===== config.mk =====
export PLATFORM = sky130hd
export DESIGN_NAME = hack_fetch_unit
export DESIGN_NICKNAME = d
export VERILOG_FILES = /design/src/rtl/hack_fetch_pkg.sv /design/src/rtl/onchip_rom.sv /design/src/rtl/hack_fetch_unit.sv
export SDC_FILE = /design/constraint.sdc
export NUM_CORES = 1
export LEC_CHECK = 0
export ABC_AREA = 1
export BUFFER_PORTS_ARGS = -buffer_cell sky130_fd_sc_hd__buf_2
export CAP_MARGIN = 25
export CORE_MARGIN = 4
export CORE_UTILIZATION = 52
export CTS_BUF_LIST = sky130_fd_sc_hd__clkbuf_2 sky130_fd_sc_hd__clkbuf_4 sky130_fd_sc_hd__clkbuf_8
export CTS_CLUSTER_DIAMETER = 150
export CTS_CLUSTER_SIZE = 14
export DETAILED_ROUTE_END_ITERATION = 10
export HOLD_SLACK_MARGIN = 0.08
export PLACE_DENSITY = 0.75
export SLEW_MARGIN = 20
export SYNTH_ARGS = -nofsm -noshare
export SYNTH_HDL_FRONTEND = slang
export SYNTH_SLANG_ARGS = --single-unit

===== constraint.sdc =====
create_clock -name a_clk -period 1.6 [get_ports a_clk]
set_input_delay 0.08 -clock a_clk [delete_from_list [all_inputs] [get_ports a_clk]]
set_output_delay 0.08 -clock a_clk [all_outputs]
set_load 0.03 [all_outputs]

===== src/rtl/hack_fetch_pkg.sv =====
// -----------------------------------------------------------------------------
// hack_fetch_pkg
// Shared definitions for the Hack instruction-fetch stage, the CPU decode
// stage and the program ROM.
//   ADDR_W_DEF / DATA_W_DEF : default program-counter and instruction widths
//   RESET_VEC_DEF           : default first address fetched after reset
//   ROM_ADDR_W              : width of the ROM address port (fetch addresses
//                             are zero-extended to this width)
//   addr_t / instr_t        : default-width address and instruction types
//   rom_image()             : built-in program image served by onchip_rom
// -----------------------------------------------------------------------------
package hack_fetch_pkg;

    localparam int ADDR_W_DEF    = 15;
    localparam int DATA_W_DEF    = 16;
    localparam int RESET_VEC_DEF = 0;
    localparam int ROM_ADDR_W    = 16;

    typedef logic [ADDR_W_DEF-1:0] addr_t;
    typedef logic [DATA_W_DEF-1:0] instr_t;
    typedef logic [ROM_ADDR_W-1:0] rom_addr_t;

    // Built-in image: word i holds i + 0x100, so every address reads back a
    // distinct, recognisable word (bring-up and fetch-order tracing).
    localparam instr_t IMAGE_BASE = 16'h0100;

    function automatic instr_t rom_image(input rom_addr_t a);
        return instr_t'(a) + IMAGE_BASE;
    endfunction

endpackage


===== src/rtl/onchip_rom.sv =====
// -----------------------------------------------------------------------------
// onchip_rom
// Synchronous program ROM with a 1-cycle read latency: the address presented
// in cycle N appears on o_q in cycle N+1.
// Parameters:
//   DATA_W : word width
//   PRG    : name of the program image for the memory-generator flow
// Ports:
//   i_clk  : clock, read register updates on the rising edge
//   i_addr : read address (ROM_ADDR_W bits)
//   o_q    : registered read data
// -----------------------------------------------------------------------------
module onchip_rom
    import hack_fetch_pkg::*;
#(
    parameter int    DATA_W = DATA_W_DEF,
    parameter string PRG    = ""
)(
    input  logic              i_clk,
    input  rom_addr_t         i_addr,
    output logic [DATA_W-1:0] o_q
);

    logic [DATA_W-1:0] r_q;
    logic              w_unused_prg;

    // The image name is consumed by the memory generator, not by this model.
    assign w_unused_prg = (PRG != "");

    // NOTE: the read register has no reset; its value is qualified downstream
    // by instr_valid, so a reset would only cost routing.
    always_ff @(posedge i_clk) begin
        r_q <= DATA_W'(rom_image(i_addr));
    end

    assign o_q = r_q;

endmodule


===== src/rtl/hack_fetch_unit.sv =====
// -----------------------------------------------------------------------------
// hack_fetch_unit
// Instruction-fetch stage for the Hack CPU. Owns the program counter and
// drives a synchronous on-chip ROM. Taken jumps cost no bubble; stalls of any
// length hold the output instruction bit-identical by re-reading the address
// of the current instruction.
// Parameters:
//   ADDR_W    : program-counter width (must not exceed ROM_ADDR_W)
//   DATA_W    : instruction width
//   RESET_VEC : first address fetched after reset
//   PRG       : ROM image name, passed to onchip_rom
// Ports:
//   a_clk       : clock, rising edge
//   a_rst       : synchronous active-high reset
//   jmp         : taken jump this cycle (wins over stall)
//   jmp_addr    : jump target
//   stall       : hold the current instruction (level-sensitive, any length)
//   instr       : instruction for decode
//   instr_valid : instr is meaningful
//   instr_pc    : address of instr (only when FETCH_PC_OUT_EN is defined)
// Configuration macro: FETCH_PC_OUT_EN
// -----------------------------------------------------------------------------
module hack_fetch_unit
    import hack_fetch_pkg::*;
#(
    parameter int                ADDR_W    = ADDR_W_DEF,
    parameter int                DATA_W    = DATA_W_DEF,
    parameter logic [ADDR_W-1:0] RESET_VEC = ADDR_W'(RESET_VEC_DEF),
    parameter string             PRG       = ""
)(
    input  logic              a_clk,
    input  logic              a_rst,
    input  logic              jmp,
    input  logic [ADDR_W-1:0] jmp_addr,
    input  logic              stall,
    output logic [DATA_W-1:0] instr,
`ifdef FETCH_PC_OUT_EN
    output logic [ADDR_W-1:0] instr_pc,
`endif
    output logic              instr_valid
);

    logic [ADDR_W-1:0] r_pc;       // next sequential address
    logic [ADDR_W-1:0] r_addr_q;   // address of the instruction now on instr
    logic              r_valid_q;
    logic [ADDR_W-1:0] w_rom_addr;
    rom_addr_t         w_rom_addr_ext;

    // Address selection: reset > jmp > stall > sequential. Replaying r_addr_q
    // during a stall makes the ROM return the same word every stalled cycle.
    always_comb begin
        // NOTE: default assigned first so every path drives it (no latch).
        w_rom_addr = r_pc;
        if (a_rst) begin
            w_rom_addr = RESET_VEC;
        end else if (jmp) begin
            w_rom_addr = jmp_addr;
        end else if (stall) begin
            w_rom_addr = r_addr_q;
        end
    end

    // NOTE: sequential state uses non-blocking assignments only.
    always_ff @(posedge a_clk) begin
        if (a_rst) begin
            r_pc      <= RESET_VEC;
            r_addr_q  <= RESET_VEC;
            r_valid_q <= 1'b0;
        end else begin
            r_addr_q  <= w_rom_addr;
            r_valid_q <= 1'b1;
            // A jump overrides a stall, so the pc advances past the target.
            // The increment wraps modulo 2^ADDR_W.
            if (jmp || !stall) begin
                r_pc <= w_rom_addr + ADDR_W'(1);
            end
        end
    end

    assign w_rom_addr_ext = ROM_ADDR_W'(w_rom_addr);

    onchip_rom #(
        .DATA_W (DATA_W),
        .PRG    (PRG)
    ) u_rom (
        .i_clk  (a_clk),
        .i_addr (w_rom_addr_ext),
        .o_q    (instr)
    );

    assign instr_valid = r_valid_q;

`ifdef FETCH_PC_OUT_EN
    assign instr_pc = r_addr_q;
`else
    // r_addr_q stays internal: it is still needed for stall replay.
`endif

endmodule


==> impl_metrics.csv, run 1 <==
group,metric,value,unit
global_route,grt_pass1_vias,2102,
die,die_area,5300,um^2
die,start_util,54.2,%
synthesis,netlist_area,2180,um^2
cts,clock_latency,300,ps
global_route,gr-total-overflow,0,
min_path,hold_end,"r_addr_q[3]",
detailed_routing,dr.pass1.iters,4,
synthesis,yosysTopAreaCell,"dfxtp_1",
power,power.density,914,nW/um^2
run_status,status,"finished, final reports clean",
detailed_routing,viasPerCell,4.90,
cts,cts.sinks,47,
layout,nNetsFinal,412,
layout,ff_latch_area,947,um^2
sta,slew_violations,0,
global_route,grt_max_degree,17,
layout,layout-drive-gt1-share,32.7,%
sta,setup_viol,0,
placement,hpwl,4270,um
layout,fill_cells,345,
min_path,min_path_type,"in2reg",
cts,cts_buffer_depth,2,
critical_path,critPathMaxFanout,3,
die,fp.dieW,72.8,um
cts,clk_pin_slew,80,ps
synthesis,ys_seq_area_share,43.1,%
sta,hold_viol,0,
synthesis,yosys_warnings,0,
sta,timing.final.crit_share,96.5,%
detailed_routing,num_vias,2167,
placement,place_ws,-117,ps
detailed_routing,wirelength,5810,um
synthesis,syn_nets,340,
die,rows,23,
die,die_h,72.8,um
detailed_routing,drc,0,
detailed_routing,drt_iter0_drc,129,
job,max_cap_viol_count,0,
die,pin_count,36,
layout,multi_input_area,1020,um^2
sta,rsz0062_at_grt,"yes",
placement,routabilityCongestion,0.855,
critical_path,crit_path_end_kind,"flip-flop",
cts,cts_made_buffers,5,
critical_path,cp.required,1800,ps
sta,skew,3.26,ps
layout,antenna-diode-count,0,
sta,relSlewSlack,79.9,%
global_route,track_usage,24.0,%
critical_path,cp.arrival,1750,ps
cts,cts_setup_buffers,0,
layout,final_util,70.4,%
synthesis,syn_area_per_cell,6.84,um^2
critical_path,start_kind,"flip-flop",
critical_path,r2r-end,"r_pc[6]",
layout,syn2layout_area_growth,29.9,%
global_route,grt_first_pass_wirelength,9650,um
detailed_routing,ant_nets,0,
die,fp.coreArea,4030,um^2
sta,fin_ws,55.6,ps
cts,clockRootBuffer,"clkbuf_8",
power,p_total,0.00259,W
power,irDropWorstVdd,0.000590,V
sta,finalCriticalPeriod,1540,ps
detailed_routing,wire_per_inst,13.2,um
synthesis,syn_inst,319,
synthesis,synth_cell_types,23,
critical_path,rr_worst_depth,12,
critical_path,worstReg2RegStart,"r_pc[0]",
min_path,min_from,"jmp_addr[3]",
global_route,antenna_found_initial,0,
power,p_leak,1.56,nW
cts,htree_levels,2,
sta,max_freq,648,MHz
synthesis,netlist_top_cells_area,"dfxtp_1 (43%), nand2_1 (14%), inv_1 (8.3%)",
placement,io_buffers,35,
sta,worstMarginPinSlew,301,ps
critical_path,reg2reg_slack,60,ps
min_path,min_path_cells,3,
critical_path,setup.worst_path.class,"reg2reg",
synthesis,yosysTopAreaCellShare,43.1,%
cts,cts_tree,"yes",
synthesis,yosys_register_bits,47,
-- power by group --
part | internal, W | switching [W]
combinational | 0.000192 | 0.000305
sequential | 0.00126 | 0.0000304
clock | 0.000412 | 0.000394
-- sequential cells by signal, summed over array words and instances (netlist names) --
register	count
instr_valid	1
u_rom.o_q	16
r_addr_q	15
r_pc	15
-- cells in the mapped netlist (all sizes together) --
cell type  number
buf             9
or2             2
o21bai          3
dfxtp          47
inv            54
nand2          85
o211ai          3
nand3          31
clkbuf          2
a21oi           2
xor2            5
o21ai          16
nor4            1
ha              2
nor2           57
-- cell families after synthesis --
kind of cell    Yosys count  synth area share (%)
simple gates            176                  34.8
buf+inv                  65                  12.7
flops                    47                  43.1
compound gates           24                  6.19
xor+xnor                  5                  2.01
fa+ha+maj                 2                  1.15
-- metal layers --
layer / part of all wire, % / global-route usage, % / vias up
met5: 0 / 0 / -
li1: - / - / 1105
met2: 49 / 40.0 / 69
met4: 2.2 / 9.02 / 0
met3: 6.3 / 4.55 / 16
met1: 43 / 30.6 / 977
-- final cells by class --
cell class / instances / share of cell area (%)
Multi-Input combinational cell: 207 / 36.0
Sequential cell: 47 / 33.4
Timing Repair Buffer: 76 / 17.5
Inverter: 54 / 7.24
Clock buffer: 8 / 3.66
Tap cell: 50 / 2.21
-- worst max-delay path by stage --
stage / endpoint / slack, ps / cells past startpoint / startpoint
after global routing: r_pc[14] / -90 / 14 / r_pc[0]
after floorplan: r_pc[14] / 20 / 17 / stall
after CTS: r_pc[14] / 1 / 14 / r_pc[9]
after detailed placement: r_pc[6] / -120 / 14 / jmp
final: r_pc[6] / 60 / 12 / r_pc[0]
after global placement: r_pc[14] / -90 / 14 / jmp
-- stage by stage --
step / TNS (ps) / hold WS [ps] / area (um^2) / instances
6_report: 0 / 130 / 2840 / 442
2_1_floorplan: 0 / 316 / 2200 / 319
3_3_place_gp: -548 / 436 / 2680 / 434
4_1_cts: 0 / 129 / 2790 / 442
5_1_grt: -329 / 168 / 2840 / 442
3_5_place_dp: -794 / 443 / 2680 / 434
-- critical path: stages, from the launching register on --
cell and delay [ps]:
dfxtp_2 350, nand2_1 50, nand3_1 70, nand2_1 70
inv_2 90, ha_4 140, inv_2 40, nor2_4 80
buf_4 130, nand3_1 90, xor2_1 150, o21bai_1 130
inv_1 50
-- cells in the final DEF, fill, tap and decap left out, types with 7 or more instances in the layout --
cell | synthesis | routed
inv_2 | 5 | 10
clkbuf_8 | 0 | 7
buf_2 | 4 | 35
nand2_1 | 79 | 76
nand2_2 | 6 | 9
nor2_1 | 46 | 44
nor2_2 | 9 | 9
dfxtp_1 | 47 | 42
inv_1 | 48 | 43
nand3_1 | 31 | 29
buf_4 | 3 | 40
o21ai_0 | 15 | 15
-- timing repair --
item / 4_1_cts / 5_1_grt
resized for setup: 3 / 16
setup endpoints to repair: 3 / 13
pin swaps: 0 / 12
hold buffers: 0 / 0
Power figures use the tool's default switching activity.
==> inputs of run 2 (changes only) <==
clock period = 1.4 ns   (was 1.6 ns; I/O delays follow)
==> run 2 against run 1 <==
  * Critical path type unchanged
  * Count of clock-buffer cells in the layout shrank 2
  * Critical endpoint is now r_pc[12]
  * First-iteration DRC count grew 29%
  * Critical path depth grew 2
  * Cell area grew 15%
  * Cell count grew 6.8%
  * Utilization grew 11 points
  * Maximum frequency shrank 8.9%
  * Routed wire length grew 17%
  * The run now ends with negative setup slack left
  * Clock skew grew 8.5 ps
  * Largest cell class unchanged
  * Via count grew 11%
  * Total power grew 16%
==> impl_metrics.csv, run 2 (synthesis results as in run 1) <==
group,metric,value,unit
run_status,status,"finished, violations left",
run_status,violations,"negative setup slack",
power,p_total,0.00301,W
global_route,track_usage,26.2,%
layout,final_common_cell,"nand2_1",
placement,place_ws,-328,ps
die,start_util,54.2,%
placement,place_area,2840,um^2
layout,antenna-diode-count,0,
cts,clockRootBuffer,"clkbuf_8",
detailed_routing,viasPerCell,5.08,
cts,cts_tree,"yes",
critical_path,reg2reg_slack,-300,ps
sta,timing.final.crit_share,121,%
critical_path,critPathMaxFanout,7,
critical_path,rr_worst_depth,14,
placement,routabilityCongestion,0.887,
detailed_routing,wire_per_inst,14.4,um
layout,layout-drive-gt1-share,46.0,%
layout,syn2layout_area_growth,49.4,%
cts,cts_buffer_depth,2,
cts,hold_buffers,0,
detailed_routing,met1Wirelength,2710,um
cts,cts.sinks,47,
critical_path,crit_chain,"nand2_2 -> nand3_2 -> nand2_2 -> inv_4 -> ha_4 -> inv_2 -> nor2_4 -> nand2_2 -> nor2_4 -> buf_4 -> nand2_1 -> nand3_1 -> nand2_1 -> inv_1",
sta,slew_violations,0,
global_route,antenna_found_initial,0,
critical_path,max_stage_delay,350,ps
sta,finalCriticalPeriod,1700,ps
critical_path,start_kind,"flip-flop",
critical_path,cp.required,1660,ps
sta,worstMarginPinSlew,339,ps
power,power.density,923,nW/um^2
detailed_routing,drc,0,
cts,clk_pin_slew,90,ps
layout,layout_common_cells,"nand2_1 (62), buf_4 (60), inv_1 (41)",
critical_path,crit_start,"r_pc[0]",
critical_path,cpMostUsedCell,"nand2_2",
detailed_routing,num_vias,2398,
job,max_cap_viol_count,0,
cts,htree_levels,2,
sta,skew,11.7,ps
detailed_routing,maxUsedRoutingLayer,"met4",
placement,hpwl,4360,um
global_route,gr-total-overflow,0,
die,rows,23,
critical_path,crit_path_end,"r_pc[12]",
critical_path,setup.worst_path.class,"reg2reg",
sta,relSlewSlack,77.4,%
die,fp.coreArea,4030,um^2
die,pin_count,36,
layout,fill_cells,263,
placement,io_buffers,35,
global_route,grt_max_degree,17,
sta,fin_ws,-295,ps
layout,nNetsFinal,442,
detailed_routing,wirelength,6780,um
sta,max_freq,590,MHz
layout,largest_register_ffs,16,
sta,setup_viol,15,
detailed_routing,wl_met2,3400,um
global_route,grt_pass1_vias,2408,
sta,rsz0062_at_grt,"yes",
power,p_leak,1.78,nW
detailed_routing,drt_iter0_drc,166,
detailed_routing,wl_met3,482,um
critical_path,cp.arrival,1960,ps
cts,cts_made_buffers,5,
critical_path,slowest_stage,"dfxtp_2",
critical_path,worstReg2RegStart,"r_pc[0]",
die,die_h,72.8,um
detailed_routing,ant_nets,0,
sta,hold_viol,0,
layout,stdcell_area,3260,um^2
power,irDropWorstVdd,0.000700,V
critical_path,crit_path_end_kind,"flip-flop",
detailed_routing,dr.pass1.iters,5,
die,fp.dieW,72.8,um
global_route,grt_first_pass_wirelength,10700,um
min_path,min_path_type,"in2reg",
critical_path,r2r-end,"r_pc[12]",
die,die_area,5300,um^2
cts,clock_latency,310,ps
## run 2: through the flow
| stage | hold slack (ps) | util (%) | TNS, ps | cells |
|---|---|---|---|---|
| 2_1_floorplan | 306 | - | -226 | 319 |
| 6_report | 206 | 80.9 | -2150 | 472 |
| 5_1_grt | 218 | 80.9 | -3410 | 472 |
| 4_1_cts | 199 | 77.1 | -1490 | 468 |
| 3_5_place_dp | 472 | 70.4 | -3520 | 451 |
| 3_3_place_gp | 466 | 70.4 | -2640 | 451 |
## run 2: worst min-delay path by stage
stage / startpoint / end / slack [ps] / depth (start not counted)
finish: jmp_addr[14] / r_addr_q[14] / 210 / 5
detailed placement: r_pc[1] / r_pc[1] / 470 / 2
CTS: jmp_addr[14] / r_addr_q[14] / 200 / 5
global placement: r_pc[1] / r_pc[1] / 470 / 2
floorplan: jmp_addr[3] / r_addr_q[3] / 310 / 2
global route: jmp_addr[14] / r_addr_q[14] / 220 / 5
## run 2: area by class of cell
type                       count  area (um^2)  area share [%]
multi-input combinational    207         1190            36.4
inverter                      54          213            6.52
tap                           50         62.6            1.92
clock inverter                 2         12.5           0.384
timing repair buffer         106          758            23.3
sequential                    47          952            29.2
clock buffer                   6         76.3            2.34
## run 2: power by group
group | switching [W] | internal (W)
logic | 0.000410 | 0.000294
clock network | 0.000465 | 0.000369
registers | 0.0000354 | 0.00144
total | 0.000910 | 0.00210
## run 2: critical path, delay by kind of cell (launching register included)
family	cells	cell delay (ps)
fa+ha+maj	1	130
buf+inv	4	300
flops	1	350
simple gates	9	870
## run 2: what timing repair did
item                       in CTS  in global routing
setup endpoints to repair      15                 18
pin swaps                      21                 21
resized for setup              36                 36
buffers inserted               10                  7
## run 2: metal layers
layer / up-vias / global-route usage, %
met4: 0 / 10.2
met5: - / 0
met1: 1110 / 32.0
met2: 102 / 43.8
li1: 1166 / -
met3: 20 / 7.02
